==> src/rtl/fifo_read_streamer_pkg.sv <==
// Shared constants, FSM state type and helpers for fifo_read_streamer.
package fifo_read_streamer_pkg;

    localparam int unsigned FRS_DATA_WIDTH = 8;
    localparam int unsigned FRS_SKID_DEPTH = 2;
    localparam int unsigned STAT_W         = 16;

    typedef enum logic [1:0] {
        IDLE   = 2'd0,
        ACTIVE = 2'd1,
        FLUSH  = 2'd2
    } frs_state_e;

    function automatic logic [STAT_W-1:0] frs_sat_inc(input logic [STAT_W-1:0] v);
        return (v == '1) ? v : v + STAT_W'(1);
    endfunction

endpackage

==> src/rtl/fifo_read_streamer_if.sv <==
// FIFO read port plus downstream valid/ready stream; master is the streamer's view.
interface fifo_read_streamer_if #(
    parameter int unsigned DATA_WIDTH = fifo_read_streamer_pkg::FRS_DATA_WIDTH
);

    logic                  rd_enb;
    logic [DATA_WIDTH-1:0] rd_data;
    logic                  empty;
    logic                  underflow;
    logic                  m_valid;
    logic [DATA_WIDTH-1:0] m_data;
    logic                  m_ready;

    modport master (
        output rd_enb,
        input  rd_data,
        input  empty,
        input  underflow,
        output m_valid,
        output m_data,
        input  m_ready
    );

    modport slave (
        input  rd_enb,
        output rd_data,
        output empty,
        output underflow,
        input  m_valid,
        input  m_data,
        output m_ready
    );

endinterface

==> src/rtl/fifo_read_streamer_skid_buf.sv <==
// frs_skid_buf: two-entry in-order buffer with push/pop/clear, exposing count and head word.
module frs_skid_buf
    import fifo_read_streamer_pkg::*;
#(
    parameter int unsigned DATA_WIDTH = FRS_DATA_WIDTH
) (
    input  logic                  clk_i,
    input  logic                  rst_i,
    input  logic                  clr_i,
    input  logic                  push_i,
    input  logic [DATA_WIDTH-1:0] push_data_i,
    input  logic                  pop_i,
    output logic [1:0]            count_o,
    output logic [DATA_WIDTH-1:0] head_o
);

    logic [DATA_WIDTH-1:0] mem_q [2];
    logic                  head_q, head_d;
    logic                  tail_q, tail_d;
    logic [1:0]            count_q, count_d;

    always_comb begin
        head_d  = head_q;
        tail_d  = tail_q;
        count_d = count_q;
        if (clr_i) begin
            head_d  = 1'b0;
            tail_d  = 1'b0;
            count_d = '0;
        end else begin
            if (push_i) tail_d = ~tail_q;
            if (pop_i)  head_d = ~head_q;
            unique case ({push_i, pop_i})
                2'b10:   count_d = count_q + 2'd1;
                2'b01:   count_d = count_q - 2'd1;
                default: count_d = count_q;
            endcase
        end
    end

    always_ff @(posedge clk_i) begin
        if (rst_i) begin
            for (int unsigned i = 0; i < 2; i++) mem_q[i] <= '0;
            head_q  <= 1'b0;
            tail_q  <= 1'b0;
            count_q <= '0;
        end else begin
            if (push_i && !clr_i) mem_q[tail_q] <= push_data_i;
            head_q  <= head_d;
            tail_q  <= tail_d;
            count_q <= count_d;
        end
    end

    assign count_o = count_q;
    assign head_o  = mem_q[head_q];

    a_no_overflow: assert property (@(posedge clk_i) disable iff (rst_i)
        !(push_i && !pop_i && !clr_i && count_q == 2'd2));
    a_no_underflow: assert property (@(posedge clk_i) disable iff (rst_i)
        !(pop_i && count_q == 2'd0));

endmodule

==> src/rtl/fifo_read_streamer.sv <==
// Drains a synchronous FIFO read port into a valid/ready stream via a 2-entry skid buffer.
// Optional handshake/stall counters when FIFO_READ_STREAMER_STATS_EN is defined.
module fifo_read_streamer
    import fifo_read_streamer_pkg::*;
#(
    parameter int unsigned DATA_WIDTH = FRS_DATA_WIDTH,
    parameter int unsigned SKID_DEPTH = FRS_SKID_DEPTH
) (
    input  logic                        clk,
    input  logic                        rst,
    fifo_read_streamer_if.master        bus,
    input  logic                        flush,
    output logic                        err_underflow,
    output logic                        busy
`ifdef FIFO_READ_STREAMER_STATS_EN
    ,
    output logic [STAT_W-1:0]           stat_words,
    output logic [STAT_W-1:0]           stat_stalls
`endif
);

    if (SKID_DEPTH != 2) begin : g_bad_depth
        $error("fifo_read_streamer: SKID_DEPTH must be 2");
    end

    localparam logic [2:0] DEPTH_L = 3'(SKID_DEPTH);

    frs_state_e            state_q;
    logic                  inflight_q;
    logic                  err_q;
    logic [1:0]            count;
    logic [DATA_WIDTH-1:0] head;
    logic                  m_valid_c;
    logic                  pop;
    logic                  push;
    logic                  rd_enb_c;
    logic [2:0]            occ_after_pop;

    // Credit check counts the word already in flight and frees the slot being popped this cycle.
    always_comb begin
        m_valid_c     = (count != 2'd0) && (state_q != FLUSH);
        pop           = m_valid_c && bus.m_ready;
        occ_after_pop = 3'(count) + 3'(inflight_q) - 3'(pop);
        rd_enb_c      = !rst && !bus.empty && !flush && (state_q != FLUSH)
                        && (occ_after_pop < DEPTH_L);
        push          = inflight_q && !flush && (state_q != FLUSH);
    end

    frs_skid_buf #(
        .DATA_WIDTH (DATA_WIDTH)
    ) u_skid (
        .clk_i       (clk),
        .rst_i       (rst),
        .clr_i       (flush),
        .push_i      (push),
        .push_data_i (bus.rd_data),
        .pop_i       (pop),
        .count_o     (count),
        .head_o      (head)
    );

    always_ff @(posedge clk) begin
        if (rst) begin
            state_q    <= IDLE;
            inflight_q <= 1'b0;
            err_q      <= 1'b0;
        end else begin
            inflight_q <= rd_enb_c;
            if (bus.underflow) err_q <= 1'b1;
            if (flush) begin
                state_q <= FLUSH;
            end else begin
                unique case (state_q)
                    IDLE:    if (rd_enb_c) state_q <= ACTIVE;
                    ACTIVE:  if (count == 2'd0 && !inflight_q && !rd_enb_c) state_q <= IDLE;
                    FLUSH:   if (!inflight_q) state_q <= IDLE;
                    default: state_q <= IDLE;
                endcase
            end
        end
    end

    assign bus.rd_enb    = rd_enb_c;
    assign bus.m_valid   = m_valid_c;
    assign bus.m_data    = head;
    assign err_underflow = err_q;
    assign busy          = (count != 2'd0) || inflight_q;

`ifdef FIFO_READ_STREAMER_STATS_EN
    logic [STAT_W-1:0] words_q;
    logic [STAT_W-1:0] stalls_q;

    always_ff @(posedge clk) begin
        if (rst) begin
            words_q  <= '0;
            stalls_q <= '0;
        end else begin
            if (pop)                      words_q  <= frs_sat_inc(words_q);
            if (m_valid_c && !bus.m_ready) stalls_q <= frs_sat_inc(stalls_q);
        end
    end

    assign stat_words  = words_q;
    assign stat_stalls = stalls_q;
`endif

    a_rd_not_empty: assert property (@(posedge clk) disable iff (rst)
        bus.rd_enb |-> !bus.empty);
    a_hold_stable: assert property (@(posedge clk) disable iff (rst)
        (bus.m_valid && !bus.m_ready && !flush) |=> (bus.m_valid && $stable(bus.m_data)));

endmodule

==> src/flat_wrapper.sv <==
// flat-port wrapper written by rule: the top's interface ports become plain ports
module fifo_read_streamer_flat import fifo_read_streamer_pkg::*;
#(
    parameter int unsigned DATA_WIDTH = FRS_DATA_WIDTH,
    parameter int unsigned SKID_DEPTH = FRS_SKID_DEPTH
)
  (clk, rst, flush, err_underflow, busy, bus_rd_enb, bus_rd_data, bus_empty, bus_underflow, bus_m_valid, bus_m_data, bus_m_ready);
  fifo_read_streamer_if #(.DATA_WIDTH(DATA_WIDTH)) bus_i ();
  input  logic clk;
  input  logic rst;
  input  logic flush;
  output logic err_underflow;
  output logic busy;
  output wire logic [$bits(bus_i.rd_enb)-1:0] bus_rd_enb;
  input wire logic [$bits(bus_i.rd_data)-1:0] bus_rd_data;
  input wire logic [$bits(bus_i.empty)-1:0] bus_empty;
  input wire logic [$bits(bus_i.underflow)-1:0] bus_underflow;
  output wire logic [$bits(bus_i.m_valid)-1:0] bus_m_valid;
  output wire logic [$bits(bus_i.m_data)-1:0] bus_m_data;
  input wire logic [$bits(bus_i.m_ready)-1:0] bus_m_ready;
  assign bus_rd_enb = bus_i.rd_enb;
  assign bus_i.rd_data = bus_rd_data;
  assign bus_i.empty = bus_empty;
  assign bus_i.underflow = bus_underflow;
  assign bus_m_valid = bus_i.m_valid;
  assign bus_m_data = bus_i.m_data;
  assign bus_i.m_ready = bus_m_ready;
  fifo_read_streamer #(.DATA_WIDTH(DATA_WIDTH), .SKID_DEPTH(SKID_DEPTH)) u_core (.clk(clk), .rst(rst), .bus(bus_i), .flush(flush), .err_underflow(err_underflow), .busy(busy));
endmodule
==> config.mk <==
export PLATFORM = sky130hd
export DESIGN_NAME = fifo_read_streamer_flat
export DESIGN_NICKNAME = d
export VERILOG_FILES = /design/src/rtl/fifo_read_streamer_pkg.sv /design/src/rtl/fifo_read_streamer_if.sv /design/src/rtl/fifo_read_streamer_skid_buf.sv /design/src/rtl/fifo_read_streamer.sv /design/src/flat_wrapper.sv
export SDC_FILE = /design/constraint.sdc
export NUM_CORES = 1
export LEC_CHECK = 0
export ABC_AREA = 1
export BUFFER_PORTS_ARGS = -buffer_cell sky130_fd_sc_hd__buf_4
export CORE_UTILIZATION = 40
export CTS_BUF_LIST = sky130_fd_sc_hd__clkbuf_8
export CTS_CLUSTER_SIZE = 16
export DETAILED_ROUTE_END_ITERATION = 8
export SLEW_MARGIN = 25
export SYNTH_ARGS = -nofsm -noshare
export SYNTH_HDL_FRONTEND = slang
export SYNTH_SLANG_ARGS = --single-unit
export TNS_END_PERCENT = 20
==> constraint.sdc <==
create_clock -name clk -period 3 [get_ports clk]
set_input_delay 0.6 -clock clk [delete_from_list [all_inputs] [get_ports clk]]
set_output_delay 0.6 -clock clk [all_outputs]
set_load 0.03 [all_outputs]
# ---- After elaboration in Yosys (flattened, before gate mapping)
# Memories as Yosys holds them, arrays and structs flattened. A register that Yosys moved wholly into a read port is not among the register bits.
# Index checks and enable logic that the tools add are counted.
dict set report classes {
  add_sub_neg 4
  magnitude_cmp 1
  eq_ne 11
  mux 16
  n_bitwise 2
  reduce_logical 25
}
# cell n
set ops {}
lappend ops {{$logic_and A1 B1 Y1} 11}
lappend ops {{$mux W1} 9}
lappend ops {{$mux W2} 4}
lappend ops {{$mux W8} 1}
lappend ops {{$reduce_or A8 Y1} 1}
lappend ops {{$ne A3 B2 Y1 const B} 2}
lappend ops {{$pmux W2 S3} 1}
lappend ops {{$reduce_and A3 Y1} 2}
lappend ops {{$logic_not A1 Y1} 5}
lappend ops {{$eq A2 B1 Y1 const B} 2}
lappend ops {{$eq A2 B2 Y1 const B} 2}
lappend ops {{$logic_not A2 Y1} 2}
lappend ops {{$ne A2 B1 Y1 const B} 2}
lappend ops {{$ne A2 B2 Y1 const B} 2}
lappend ops {{$pmux W2 S2} 1}
lappend ops {{$reduce_bool A2 Y1} 2}
lappend ops {{$add A2 B1 Y3} 1}
lappend ops {{$lt A3 B2 Y1 const B} 1}
lappend ops {{$ne A3 B3 Y1 const B} 1}
lappend ops {{$sub A3 B1 Y3} 1}
lappend ops {{$add A2 B1 Y2 const B} 1}
lappend ops {{$not A1 Y1} 2}
lappend ops {{$reduce_or A2 Y1} 1}
lappend ops {{$sub A2 B1 Y2 const B} 1}
lappend ops {{$logic_or A1 B1 Y1} 1}
dict set report word_totals {
  regBits 8
  ramBits 16
  inputBits 14
  output_inout_bits 12
  elab_cells 67
  memories 1
}
# name depth width rd rd_clocked_by_memory_dff write_ports line
set mem_list {}
lappend mem_list {u_core.u_skid.mem_q 2 8 1 1 2 fifo_read_streamer_skid_buf.sv:17} ;# logic [DATA_WIDTH-1:0] mem_q [2];

# ---- Logic depth before layout (Yosys ltp)
dict set report depth {
  ltp_word 11
  ltp_mapped 13
  mapped_depth_nobuf 13
}

# ---- Hierarchy
# From an unflattened synthesis, not the netlist that was laid out.
dict set report hier_totals {
  cells_unflattened 119
  hier_area_um2 1171.1
}
# mod instances cells_per_inst area_each_um2 seq_area_each_um2
set modules_own_cells {}
lappend modules_own_cells {frs_skid_buf 1 82 909.6 580.6}
lappend modules_own_cells {fifo_read_streamer 1 37 261.5 80.1}

# ---- Least setup slack after synthesis
# No wires, ideal clock.
dict set report synth_timing {
  path_kind {input to output}
  start {input port bus_m_ready}
  end {output port bus_rd_enb}
  arrival_time_ps 2240
  t_required_ps 2400
  path_slack_ps 160
  stages 7
  path_buffers 0
  cell_sequence {nand3_1 -> inv_1 -> ha_1 -> or2_2 -> fa_1 -> nand3_1 -> nor2_2}
}
dict set report synth_between {
  elab_chain_cells 4
}
# element line
set synth_lines {}
lappend synth_lines {{start, declared} flat_wrapper.sv:20} ;# input wire logic [$bits(bus_i.m_ready)-1:0] bus_m_ready;
lappend synth_lines {{$logic_and A1 B1 Y1} fifo_read_streamer.sv:42} ;# pop = m_valid_c && bus.m_ready;
lappend synth_lines {{net u_core.pop} fifo_read_streamer.sv:34} ;# logic pop;
lappend synth_lines {{$sub A3 B1 Y3} fifo_read_streamer.sv:43} ;# occ_after_pop = 3'(count) + 3'(inflight_q) - 3'(pop);
lappend synth_lines {{$lt A3 B2 Y1} fifo_read_streamer.sv:45} ;# && (occ_after_pop < DEPTH_L);
lappend synth_lines {{$logic_and A1 B1 Y1} fifo_read_streamer.sv:45}
lappend synth_lines {{end, declared} flat_wrapper.sv:14} ;# output wire logic [$bits(bus_i.rd_enb)-1:0] bus_rd_enb;
# The timed path passes the listed nets, and every way through them passes these cells.

# ---- Worst setup path after layout
dict set report layout_timing {
  start {register u_core.u_skid.count_q[0] (netlist: u_core.u_skid.count_o[0])}
  end {output port bus_rd_enb}
}
dict set report layout_between {
  elab_chain_cells 6
  elab_cells_between_ends 7
  cone_classes {add/sub: 2; order compare: 1; reduce/logical: 4}
}
# element line
set layout_lines {}
lappend layout_lines {{start, declared} fifo_read_streamer_skid_buf.sv:20} ;# logic [1:0] count_q, count_d;
lappend layout_lines {{start signal, assigned} fifo_read_streamer_skid_buf.sv:51} ;# count_q <= count_d;
lappend layout_lines {{$reduce_bool A2 Y1} fifo_read_streamer.sv:41} ;# m_valid_c = (count != 2'd0) && (state_q != FLUSH);
lappend layout_lines {{$logic_and A1 B1 Y1} fifo_read_streamer.sv:41}
lappend layout_lines {{$logic_and A1 B1 Y1} fifo_read_streamer.sv:42}
lappend layout_lines {{net u_core.pop} fifo_read_streamer.sv:34}
lappend layout_lines {{$sub A3 B1 Y3} fifo_read_streamer.sv:43}
lappend layout_lines {{$lt A3 B2 Y1} fifo_read_streamer.sv:45}
lappend layout_lines {{$logic_and A1 B1 Y1} fifo_read_streamer.sv:45}
# The timed path passes the listed nets, and every way through them passes these cells.

==> impl_results.rst <==
.. list-table::
   :header-rows: 1

   * - Metric
     - Value
   * - Outcome
     - finished clean
   * - Average wire per cell in the routed design
     - about 12 µm
   * - Setup TNS
     - 0 ns
   * - Dpl cells
     - around 180
   * - DRC violations left
     - 0
   * - Sort of element at the end of the critical path
     - output port
   * - Number of global-route vias before repair
     - roughly 820
   * - Mux contribution to synthesized area
     - approximately 7.7%
   * - Top-count cell post-synth
     - nor2_1
   * - Count of final hold-check violations
     - 0
   * - ANT nets after route
     - 0
   * - Number of vias per cell after detailed routing
     - ~4.7
   * - Post-Synth Adder-Cell Area
     - approximately 3.9%
   * - Final total power
     - 656 µW
   * - Crit path kind
     - reg2out
   * - Post-synthesis instance total
     - between 100 and 150
   * - Reg2Reg Launch Point
     - u_core.u_skid.count_o[0]$_SDFFE_PP0P_
   * - Drt total wl
     - ~2100 µm
   * - Startpoint of the most critical setup path
     - u_core.u_skid.count_o[0]$_SDFFE_PP0P_
   * - Number of enable flip-flop cells after synthesis
     - 16
   * - Worst skew pair latency
     - about 0.27 ns
   * - Sequential-to-total area share from yosys stat
     - between 50% and 60%
   * - Fin util
     - 54.6%
   * - Share of flip-flops with an asynchronous set or reset
     - 0%
   * - Post-synthesis share of cell area spent on and, or, nand and nor gates
     - about a fifth
   * - Final worst setup slack
     - a little over 0.09 ns
   * - Unique cell type count in the Yosys netlist
     - 21
   * - Core region area
     - about 2800 µm²
   * - Final Max Slew Viols
     - 0
   * - Buffers on Ports
     - 25
   * - Syn-to-layout area delta
     - 28.9%
   * - Sw Pwr
     - between 150 and 200 µW
   * - TritonCTS clock tree
     - built
   * - Number of top-level pins
     - 26
   * - Share of the clock period used by the worst path
     - ~97%
   * - Fraction of synthesized cell area in xor and xnor cells
     - 0%
   * - Buffer type at the clock tree root
     - clkbuf_8
   * - Number of antenna violations at the first check in global routing
     - 0
   * - Ratio of cells with drive above 1 in the final layout
     - 40.8%
   * - Synth Area per Inst
     - 9.90 µm²
   * - Worst reg-to-reg path cell count
     - 12
   * - Share of total power consumed by net switching
     - between 20 and 25%
   * - Count of maximum capacitance violations
     - 0
   * - Antenna Cells
     - 0
   * - Leakage power total
     - between 0.0006 and 0.0007 µW
   * - Relative contribution of the clock network to total power
     - 30.4%
   * - Buffers from clock root to sink, at most
     - 2
   * - Total gr overflow
     - 0
   * - Internal power of the cells
     - 504 µW
   * - Initial standard-cell utilization of the core
     - between 40% and 50%
   * - Sink count of the clock tree
     - 25
   * - Final layout net count
     - 170
   * - Synthesis warning total
     - 0
   * - Maximum number of pins on one net before global-route repair
     - 16
   * - Number of core rows
     - 19
   * - Largest family of logic cells by synthesized area
     - simple AND/OR/NAND/NOR gates
   * - Worst setup timing slack at the placement stage
     - 0.0487 ns
   * - Routed vias
     - 853
   * - Kind of start point of the critical path
     - flop
   * - Met2 routed wirelength
     - roughly 1100 µm
   * - Weighted congestion reported at the end of routability-driven placement
     - 0.859
   * - Critical path capture point
     - bus_rd_enb
   * - Maximum VDD drop
     - around 0.00024 V
   * - Cell Pwr Density
     - 436 nW/µm²
   * - Metal3 WL
     - 77 µm
   * - Worst Path Arrival
     - between 2 and 2.5 ns
   * - Width of the chip
     - 56.1 µm
   * - Library cell with the largest summed area after synthesis
     - edfxtp_1
   * - Top layer in use
     - met4
   * - Post-synthesis net count
     - 135
   * - Post-cts hold buffer count
     - 0
   * - Violation count after the first detailed-routing iteration
     - 15
   * - Dominant synthesized flop cell
     - edfxtp_1
   * - Met1 wire length
     - between 900 and 1000 µm
   * - Leading post-synthesis cells by instance count
     - nor2_1, inv_1, edfxtp_1
   * - Worst clock skew on the final layout
     - approximately 0.0084 ns
   * - Vertical die dimension
     - approximately 56 µm
   * - Worst hold-check path type
     - reg2reg
   * - Clock slew seen by the registers of the worst setup and hold paths
     - 0.09 ns
   * - Relative slew slack
     - 74.1%
   * - Total Die Area
     - roughly 3100 µm²
   * - Compound-Gate Fraction of Synth Area
     - between 3 and 4%
   * - Synthesized flop and latch total
     - 25
   * - Number of buffers created by CTS
     - 3
   * - First-pass GRT wire length
     - 3430 µm
   * - HPWL Detailed
     - approximately 1500 µm
   * - Worst reg2reg path endpoint
     - u_core.state_q[0]$_SDFFE_PP0P_
   * - Fraction of synthesized cell area taken by the top area cell type
     - 41.1%
   * - Combinational cell fraction of total power
     - around 12%
   * - Netlist Area Pre-Place
     - 1170 µm²
   * - Number of inserted filler cells in the final layout
     - between 200 and 250
   * - RSZ-0062 raised after global routing
     - no
   * - Final Non-Filler Cells
     - roughly 180
   * - Sequential power share
     - approximately 58%
   * - Slack of the worst reg-to-reg path
     - 0.83 ns
   * - Htree depth
     - 1
   * - Main area contributors after synthesis
     - edfxtp_1, dfxtp_1, nor2_1
   * - Setup Viol. Count Final
     - 0
   * - Required time at the endpoint of the critical path
     - between 2 and 2.5 ns
   * - Max frequency
     - between 300 and 400 MHz
   * - Peak fanout along the critical path
     - 3
   * - Post-layout min period
     - approximately 2.9 ns
   * - First-pass iteration count of the detailed router
     - 4
   * - Global Route Usage Sum
     - between 10% and 20%
   * - Worst Tran Pin Value
     - just under 0.4 ns
power by group through the flow:
stage | combinational (µW) | sequential (µW) | clock, µW
after floorplan | 38.8 | 389 | 0
after global placement | 70.4 | 388 | 0
after detailed placement | 71.2 | 389 | 0
after CTS | 71.9 | 381 | 206
after global routing | 81.2 | 382 | 219
final | 75.7 | 381 | 200
what timing repair did:
action / CTS / global route
endpoints found under the hold margin: 0 / 0
pin swaps: 1 / 3
resized for setup: 3 / 9
endpoints found under the setup margin: 1 / 1
buffers inserted: 0 / 4
per-layer routing:
layer,up-vias,GRT usage [%]
met2,15,24.7
met3,2,2.33
met1,391,17.7
li1,445,-
met5,-,0
met4,0,5.23
cell usage in the layout, fill, tap and decap left out, drive strengths merged, types with 3 or more instances in the layout:
cell type  count
nor2          31
clkbuf         3
nand2         13
buf           31
edfxtp        16
nand3          5
a21oi          4
mux2           8
dfxtp          9
inv           23
worst max-delay path, cell delays in order (launching register included):
cell and delay, ns:
dfxtp_2 0.34, inv_2 0.07, nand2_1 0.08, nand3_2 0.07, inv_2 0.04, ha_1 0.27
or2_2 0.30, fa_1 0.50, nand3_2 0.10, nor2_4 0.14, buf_6 0.14
final cells by class:
class	instances	area (µm²)	area share, %
flip-flops and latches	25	666	44.2
multi-input cells	70	435	28.9
repair buffers	31	236	15.7
inverters	22	82.6	5.48
clock buffers	3	41.3	2.74
well taps	31	38.8	2.57
clock inverters	1	6.26	0.415
sequential cells by signal, indices dropped and copies added, names as in the netlist, named ones only:
register               cells
u_core.u_skid.head_q       1
u_core.err_underflow       1
u_core.u_skid.count_o      2
u_core.state_q             2
u_core.u_skid.tail_q       1
u_core.inflight_q          1
u_core.u_skid.mem_q       16
how the worst min path moves through the flow:
stage,to,from,depth (start not counted)
final,u_core.state_q[0]$_SDFFE_PP0P_,u_core.state_q[1]$_SDFFE_PP0P_,1
after CTS,u_core.state_q[0]$_SDFFE_PP0P_,u_core.state_q[1]$_SDFFE_PP0P_,1
after floorplan,u_core.state_q[0]$_SDFFE_PP0P_,u_core.state_q[1]$_SDFFE_PP0P_,1
after global routing,u_core.state_q[0]$_SDFFE_PP0P_,u_core.state_q[1]$_SDFFE_PP0P_,1
after detailed placement,u_core.err_underflow$_SDFFE_PP0P_,u_core.err_underflow$_SDFFE_PP0P_,2
after global placement,u_core.state_q[0]$_SDFFE_PP0P_,u_core.state_q[1]$_SDFFE_PP0P_,1
metrics by stage:
| step | instance area (µm²) | hold WS, ns |
|---|---|---|
| after detailed placement | 1410 | 0.459 |
| after global placement | 1410 | 0.445 |
| final | 1510 | 0.438 |
| after CTS | 1460 | 0.450 |
| after global routing | 1510 | 0.457 |
| after floorplan | 1170 | 0.435 |
logic make-up after synthesis:
kind of cell	after synthesis
and+or+nand+nor	52
DFF	25
buffers and inverters	23
muxes	8
AOI/OAI and AO/OA	7
adders and majority gates	3
No activity file was read; power rests on OpenSTA's default activity.
